===== config.mk =====
export PLATFORM = sky130hd
export DESIGN_NAME = fetch_ctrl
export DESIGN_NICKNAME = d
export VERILOG_FILES = /design/src/rtl/fetch_ctrl.sv
export SDC_FILE = /design/constraint.sdc
export NUM_CORES = 1
export LEC_CHECK = 0
export CAP_MARGIN = 15
export CORE_MARGIN = 3
export CORE_UTILIZATION = 45
export CTS_CLUSTER_DIAMETER = 40
export DETAILED_ROUTE_END_ITERATION = 8
export GPL_TIMING_DRIVEN = 0
export PLACE_DENSITY = 0.7
export REMOVE_ABC_BUFFERS = 1
export SLEW_MARGIN = 5
export SYNTH_ARGS = -nofsm -noshare
export SYNTH_HDL_FRONTEND = slang
export SYNTH_SLANG_ARGS = --single-unit

===== constraint.sdc =====
create_clock -name clk -period 26.2 [get_ports clk]
set_clock_uncertainty 0.05 [all_clocks]
set_input_delay 3.93 -clock clk [delete_from_list [all_inputs] [get_ports clk]]
set_output_delay 3.93 -clock clk [all_outputs]
set_load 0.03 [all_outputs]

===== src/rtl/fetch_ctrl.sv =====
// rtl/fetch_ctrl.sv - fetch sequencer: credit-limited imem requests, response queue, redirect flush
// Optional perf counters when FETCH_CTRL_PERF_EN is defined.
module fetch_ctrl #(
  parameter int                       CPU_ADDR_BITS = 32,
  parameter int                       CPU_INST_BITS = 32,
  parameter int                       FETCH_WIDTH   = 2,
  parameter int                       MAX_INFLIGHT  = 4,
  parameter logic [CPU_ADDR_BITS-1:0] RESET_PC      = '0
) (
  input  logic                                 clk,
  input  logic                                 rst,
  input  logic                                 redirect_val,
  input  logic [CPU_ADDR_BITS-1:0]             redirect_pc,
  output logic                                 imem_req_val,
  output logic [CPU_ADDR_BITS-1:0]             imem_req_addr,
  input  logic                                 imem_req_rdy,
  input  logic                                 imem_rsp_val,
  input  logic [FETCH_WIDTH*CPU_INST_BITS-1:0] imem_rsp_packet,
  output logic                                 buf_val,
  output logic [CPU_ADDR_BITS-1:0]             buf_pc,
  output logic [FETCH_WIDTH*CPU_INST_BITS-1:0] buf_packet,
  input  logic                                 buf_rdy
`ifdef FETCH_CTRL_PERF_EN
  ,
  output logic [31:0]                          perf_stall_cycles,
  output logic [31:0]                          perf_discarded
`endif
);
  localparam int PW = FETCH_WIDTH * CPU_INST_BITS;
  localparam int AW = $clog2(MAX_INFLIGHT);
  localparam int CW = AW + 1;
  localparam logic [CPU_ADDR_BITS-1:0] PC_STEP = CPU_ADDR_BITS'(FETCH_WIDTH * 4);
  localparam logic [CW:0] CREDITS = (CW + 1)'(MAX_INFLIGHT);

  typedef enum logic {BOOT, RUN} state_t;
  state_t state, state_next;

  logic [CPU_ADDR_BITS-1:0] fetch_pc;
  logic [CPU_ADDR_BITS-1:0] pc_fifo  [MAX_INFLIGHT];
  logic [CPU_ADDR_BITS-1:0] q_pc     [MAX_INFLIGHT];
  logic [PW-1:0]            q_packet [MAX_INFLIGHT];
  logic [CW-1:0]            pf_wr, pf_rd, q_wr, q_rd;
  logic [CW-1:0]            outstanding, outstanding_next, stale_cnt, q_count;
  logic                     req_hs, rsp_keep, rsp_drop, buf_pop;

  assign q_count       = q_wr - q_rd;
  assign buf_val       = (q_count != '0);
  assign buf_pc        = q_pc[q_rd[AW-1:0]];
  assign buf_packet    = q_packet[q_rd[AW-1:0]];
  assign imem_req_addr = fetch_pc;

  // Queued responses hold credits too, so a full queue can always absorb every outstanding reply.
  always_comb begin
    state_next   = state;
    imem_req_val = 1'b0;
    case (state)
      BOOT: state_next = RUN;
      RUN:  imem_req_val = ~redirect_val & (({1'b0, outstanding} + {1'b0, q_count}) < CREDITS);
    endcase
    if (redirect_val) state_next = RUN;
    req_hs           = imem_req_val & imem_req_rdy;
    rsp_drop         = imem_rsp_val & (redirect_val | (stale_cnt != '0));
    rsp_keep         = imem_rsp_val & ~rsp_drop;
    buf_pop          = buf_val & buf_rdy & ~redirect_val;
    outstanding_next = outstanding + CW'(req_hs) - CW'(imem_rsp_val);
  end

  always_ff @(posedge clk or posedge rst) begin
    if (rst) begin
      state       <= BOOT;
      fetch_pc    <= RESET_PC;
      pf_wr       <= '0;
      pf_rd       <= '0;
      q_wr        <= '0;
      q_rd        <= '0;
      outstanding <= '0;
      stale_cnt   <= '0;
      for (int i = 0; i < MAX_INFLIGHT; i++) begin
        pc_fifo[i]  <= '0;
        q_pc[i]     <= '0;
        q_packet[i] <= '0;
      end
    end else begin
      state       <= state_next;
      outstanding <= outstanding_next;
      if (redirect_val) begin
        // Everything still in flight after this edge belongs to the old stream.
        fetch_pc  <= redirect_pc;
        pf_wr     <= '0;
        pf_rd     <= '0;
        q_wr      <= '0;
        q_rd      <= '0;
        stale_cnt <= outstanding_next;
      end else begin
        if (req_hs) begin
          pc_fifo[pf_wr[AW-1:0]] <= fetch_pc;
          pf_wr                  <= pf_wr + 1'b1;
          fetch_pc               <= fetch_pc + PC_STEP;
        end
        if (rsp_drop) stale_cnt <= stale_cnt - 1'b1;
        if (rsp_keep) begin
          q_pc[q_wr[AW-1:0]]     <= pc_fifo[pf_rd[AW-1:0]];
          q_packet[q_wr[AW-1:0]] <= imem_rsp_packet;
          q_wr                   <= q_wr + 1'b1;
          pf_rd                  <= pf_rd + 1'b1;
        end
        if (buf_pop) q_rd <= q_rd + 1'b1;
      end
    end
  end

`ifdef FETCH_CTRL_PERF_EN
  always_ff @(posedge clk or posedge rst) begin
    if (rst) begin
      perf_stall_cycles <= '0;
      perf_discarded    <= '0;
    end else begin
      if (state == RUN && !redirect_val && !req_hs && perf_stall_cycles != '1)
        perf_stall_cycles <= perf_stall_cycles + 32'd1;
      if (rsp_drop && perf_discarded != '1)
        perf_discarded <= perf_discarded + 32'd1;
    end
  end
`endif

endmodule

==> results of run 1 <==
==> per-layer routing <==
| metal | vias up | track usage |
|---|---|---|
| li1 | 6388 | - |
| met1 | 7711 | 0.258 |
| met2 | 355 | 0.330 |
| met3 | 103 | 0.0543 |
| met4 | 6 | 0.0536 |
| met5 | - | 0 |
==> cells by family (layout without fill, tap and decap cells) <==
logic type	Yosys count	count (layout)	share of synthesized area
adders and majority gates	19	19	0.0102
other	1	1	0.000152
AOI/OAI and AO/OA	84	84	0.0218
muxes	618	618	0.340
xor gates and xnor gates	15	15	0.00592
and+or+nand+nor	157	157	0.0304
buffers and inverters	131	441	0.0241
DFF	561	561	0.568
==> flip-flops by register name (all words and copies together), names as in the netlist <==
name and flops:
q_packet 256, pc_fifo 128, q_pc 128, pf_wr 2
imem_req_addr 32, outstanding 3, q_rd 3, q_wr 3
stale_cnt 3, state 1, pf_rd 2
==> power by group through the flow <==
stage	Clock [W]	Sequential, W	Combinational [W]
3_5_place_dp	0	0.00118	0.000992
2_1_floorplan	0	0.00117	0.000637
5_1_grt	0.00129	0.00119	0.00105
6_report	0.00122	0.00116	0.000980
4_1_cts	0.00125	0.00116	0.000997
3_3_place_gp	0	0.00120	0.000955
==> metrics by stage <==
step | hold slack [ns] | setup slack (ns) | util | cell area [um^2] | total power [W]
2_1_floorplan | 0.395 | 6.53 | - | 24200 | 0.00180
6_report | 0.425 | 16.52 | 0.576 | 31200 | 0.00336
3_5_place_dp | 0.416 | 16.55 | 0.517 | 28000 | 0.00217
3_3_place_gp | 0.407 | 1.06 | 0.506 | 27400 | 0.00215
5_1_grt | 0.451 | 16.42 | 0.576 | 31200 | 0.00353
4_1_cts | 0.429 | 16.55 | 0.576 | 31200 | 0.00341
==> critical path, stage by stage <==
cell             delay [ns]
buf_2                  0.45
inv_1                  0.43
and3_1                 0.27
clkdlybuf4s50_1        0.59
==> cell type report <==
class	count	share of cell area
flip-flops and latches	561	0.451
well taps	696	0.0279
clock buffers	109	0.0784
clock inverters	54	0.0227
multi-input cells	894	0.325
inverters	24	0.00313
repair buffers	254	0.0919
==> cell usage in the layout, fill, tap and decap left out, drive strengths merged, types with 3 or more instances in the layout <==
| cell | n |
|---|---|
| a21oi | 5 |
| and3 | 3 |
| buf | 24 |
| bufinv | 13 |
| clkbuf | 109 |
| clkdlybuf4s50 | 230 |
| clkinv | 18 |
| clkinvlp | 11 |
| dfrtp | 561 |
| ha | 17 |
| inv | 36 |
| mux2 | 489 |
| mux4 | 128 |
| nand2 | 84 |
| nand3 | 18 |
| nand4 | 11 |
| nor2 | 21 |
| nor3 | 5 |
| o211ai | 8 |
| o21ai | 44 |
| o311ai | 15 |
| or3 | 3 |
| or4 | 3 |
| xnor2 | 6 |
| xor2 | 8 |
==> Yosys cell counts (2+ instances only) <==
cell and number:
dfrtp_1 561, mux2_2 489, mux4_2 128, nand2_1 83
buf_2 45, o21ai_0 44, clkbuf_1 28, buf_1 26
inv_1 24, nor2_1 21, nand3_1 18, ha_1 17
o311ai_0 15, nand4_1 10, o211ai_1 8, xor2_1 8
xnor2_1 6, a21oi_1 5, nor3_1 4, and3_1 3
buf_4 3, or3_1 3, or4_1 3, a221o_1 2
a31o_2 2, a31oi_1 2, and4_1 2, buf_6 2
clkbuf_8 2, fa_1 2, nand3b_1 2
==> worst min path at each step <==
stage	start	to	slack, ns	depth (start not counted)
floorplan	pc_fifo[37]$_DFFE_PP0P_	pc_fifo[37]$_DFFE_PP0P_	0.39	2
global placement	pc_fifo[114]$_DFFE_PP0P_	pc_fifo[114]$_DFFE_PP0P_	0.41	2
detailed placement	pc_fifo[23]$_DFFE_PP0P_	pc_fifo[23]$_DFFE_PP0P_	0.42	2
CTS	pc_fifo[18]$_DFFE_PP0P_	pc_fifo[18]$_DFFE_PP0P_	0.43	2
global route	q_packet[177]$_DFFE_PP0P_	q_packet[177]$_DFFE_PP0P_	0.45	1
finish	pc_fifo[18]$_DFFE_PP0P_	pc_fifo[18]$_DFFE_PP0P_	0.42	2
==> metrics.md, run 1 <==
| Metric | Value |
|---|---|
| First-pass GRT wire length | `around 90,000 um` |
| Max H-tree Level | `3` |
| Synthesis Warnings | `0` |
| Syn Inst Count | `1,586` |
| Worst Reg-to-Reg Cells | `17` |
| Ys async rst share | `1.00` |
| Critical Path AT | `roughly 5.7 ns` |
| RSZ-0062 raised after global routing | `no` |
| Max Freq | `between 0.1 and 0.15 GHz` |
| Mapped Area | `between 20,000 and 25,000 um^2` |
| Worst setup path end | `imem_req_val` |
| Critical Path Source | `redirect_val` |
| Hold Path Class | `reg2reg` |
| Setup bufs post-CTS | `0` |
| Highest metal layer with signal wires | `met5` |
| Layout cells sized above 1 | `0.431` |
| Top cells by area, synth | `dfrtp_1 57%, mux2_2 22%, mux4_2 12%` |
| Minimum clock period after layout | `9.68 ns` |
| CP Class | `in2out` |
| Worst IR Drop VDD | `0.0000750 V` |
| Vias in the first global route | `15,960` |
| Placer congestion estimate | `0.816` |
| Longest Clk Path Bufs | `3` |
| Core area | `54,100 um^2` |
| Nets@finish | `1,944` |
| Sequential cell area | `about 14,000 um^2` |
| Final HPWL from detailed placement | `approximately 35,000 um` |
| Worst r2r dst | `stale_cnt[2]$_DFFE_PP0P_` |
| Finished Layout Cells | `between 2,000 and 3,000` |
| Vias/cell | `5.62` |
| Post-CTS Resized | `0` |
| Sw frac | `0.304` |
| Number of flops mapped to enable cells by yosys | `0` |
| Standard-cell rows | `85` |
| Worst-path clk slew | `0.05 ns` |
| Routed length on met1 | `24,100 um` |
| Largest net degree at the start of global routing | `130` |
| Seq pwr share | `0.346` |
| Sw Pwr | `about 0.001 W` |
| Yosys cell types | `49` |
| Die X | `between 200 and 250 um` |
| Synth Register Bits | `561` |
| Sink Count | `561` |
| Slew HR | `0.390` |
| Gr usage total | `0.198` |
| CP Capture Type | `primary output` |
| CP Launch Type | `input pin` |
| Synth area leader | `dfrtp_1` |
| Hold-fix buffers, CTS | `0` |
| P_int | `0.00234 W` |
| Max-cap viol count | `0` |
| Clock share of power | `0.363` |
| DR WL met2 | `between 20,000 and 30,000 um` |
| Io pins | `approximately 230` |
| Fillers | `4,185` |
| Slew @ Worst Pin | `0.915 ns` |
| Worst-Skew Late Latency | `0.61 ns` |
| # DRC | `0` |
| Area share of the largest cell type after synthesis | `0.568` |
| Antenna violation net count after detailed routing | `0` |
| P_leak | `14.3 nW` |
| R2R setup slack | `20.46 ns` |
| DRT iter0 DRCs | `just over 800` |
| P&R area growth vs syn | `26.0%` |
| Initial core utilization | `0.457` |
| Reg2reg start | `q_rd[0]$_DFFE_PP0P_` |
| CTS tree | `built` |
| WL met3 | `3440 um` |
| Tcrit/Tclk final | `0.369` |
| # setup viols final | `0` |
| Via Count | `~15,000` |
| Remaining Overflow, GRT | `0` |
| Setup TNS | `0 ns` |
| Comb power frac | `0.291` |
| WP data required | `22.22 ns` |
| CP max FO | `31` |
| Die H | `roughly 240 um` |
| Multi-input logic area | `between 10,000 and 15,000 um^2` |
| Number of iterations in the first detailed-routing pass | `4` |
| Final WL | `56,300 um` |
| Antenna Cells | `0` |
| Initial antenna violation count | `5` |
| Status | `completed` |
| Die ar. | `between 50,000 and 60,000 um^2` |
| Port bufs | `231` |
| Max Slew Vio Count | `0` |
| Cts bufs inserted | `88` |
| Root Driver | `clkbuf_16` |
| Inst Count DP | `2,429` |
| Post-synthesis sequential area ratio | `0.568` |
| Post-Syn Area per Cell | `15.6 um^2` |
| Synth Flop Type | `dfrtp_1` |
| Post-DR wirelength/cell | `approximately 22 um` |
| Final hold vios | `0` |
| Pwr dens | `108 nW/um^2` |
(Power assumes the default switching activity.)
==> run 2, diff against run 1 <==
==> constraint.sdc (replaced) <==
create_clock -name clk -period 10.1 [get_ports clk]
set_clock_uncertainty 0.05 [all_clocks]
set_input_delay 1.515 -clock clk [delete_from_list [all_inputs] [get_ports clk]]
set_output_delay 1.515 -clock clk [all_outputs]
set_load 0.03 [all_outputs]
==> results of run 2 <==
The final DEF is identical to that of run 1. Status: completed.
Among the figures that moved: setup slack after placement 16.55 ns -> 4.35 ns; setup slack after layout 16.52 ns -> 4.36 ns; start point of the critical path redirect_val -> q_rd[0]$_DFFE_PP0P_; end point of the critical path imem_req_val -> stale_cnt[2]$_DFFE_PP0P_; register-to-register setup slack 20.46 ns -> 4.36 ns; total power 0.00336 W -> 0.00873 W; worst IR drop on VDD 0.0000750 V -> 0.000195 V
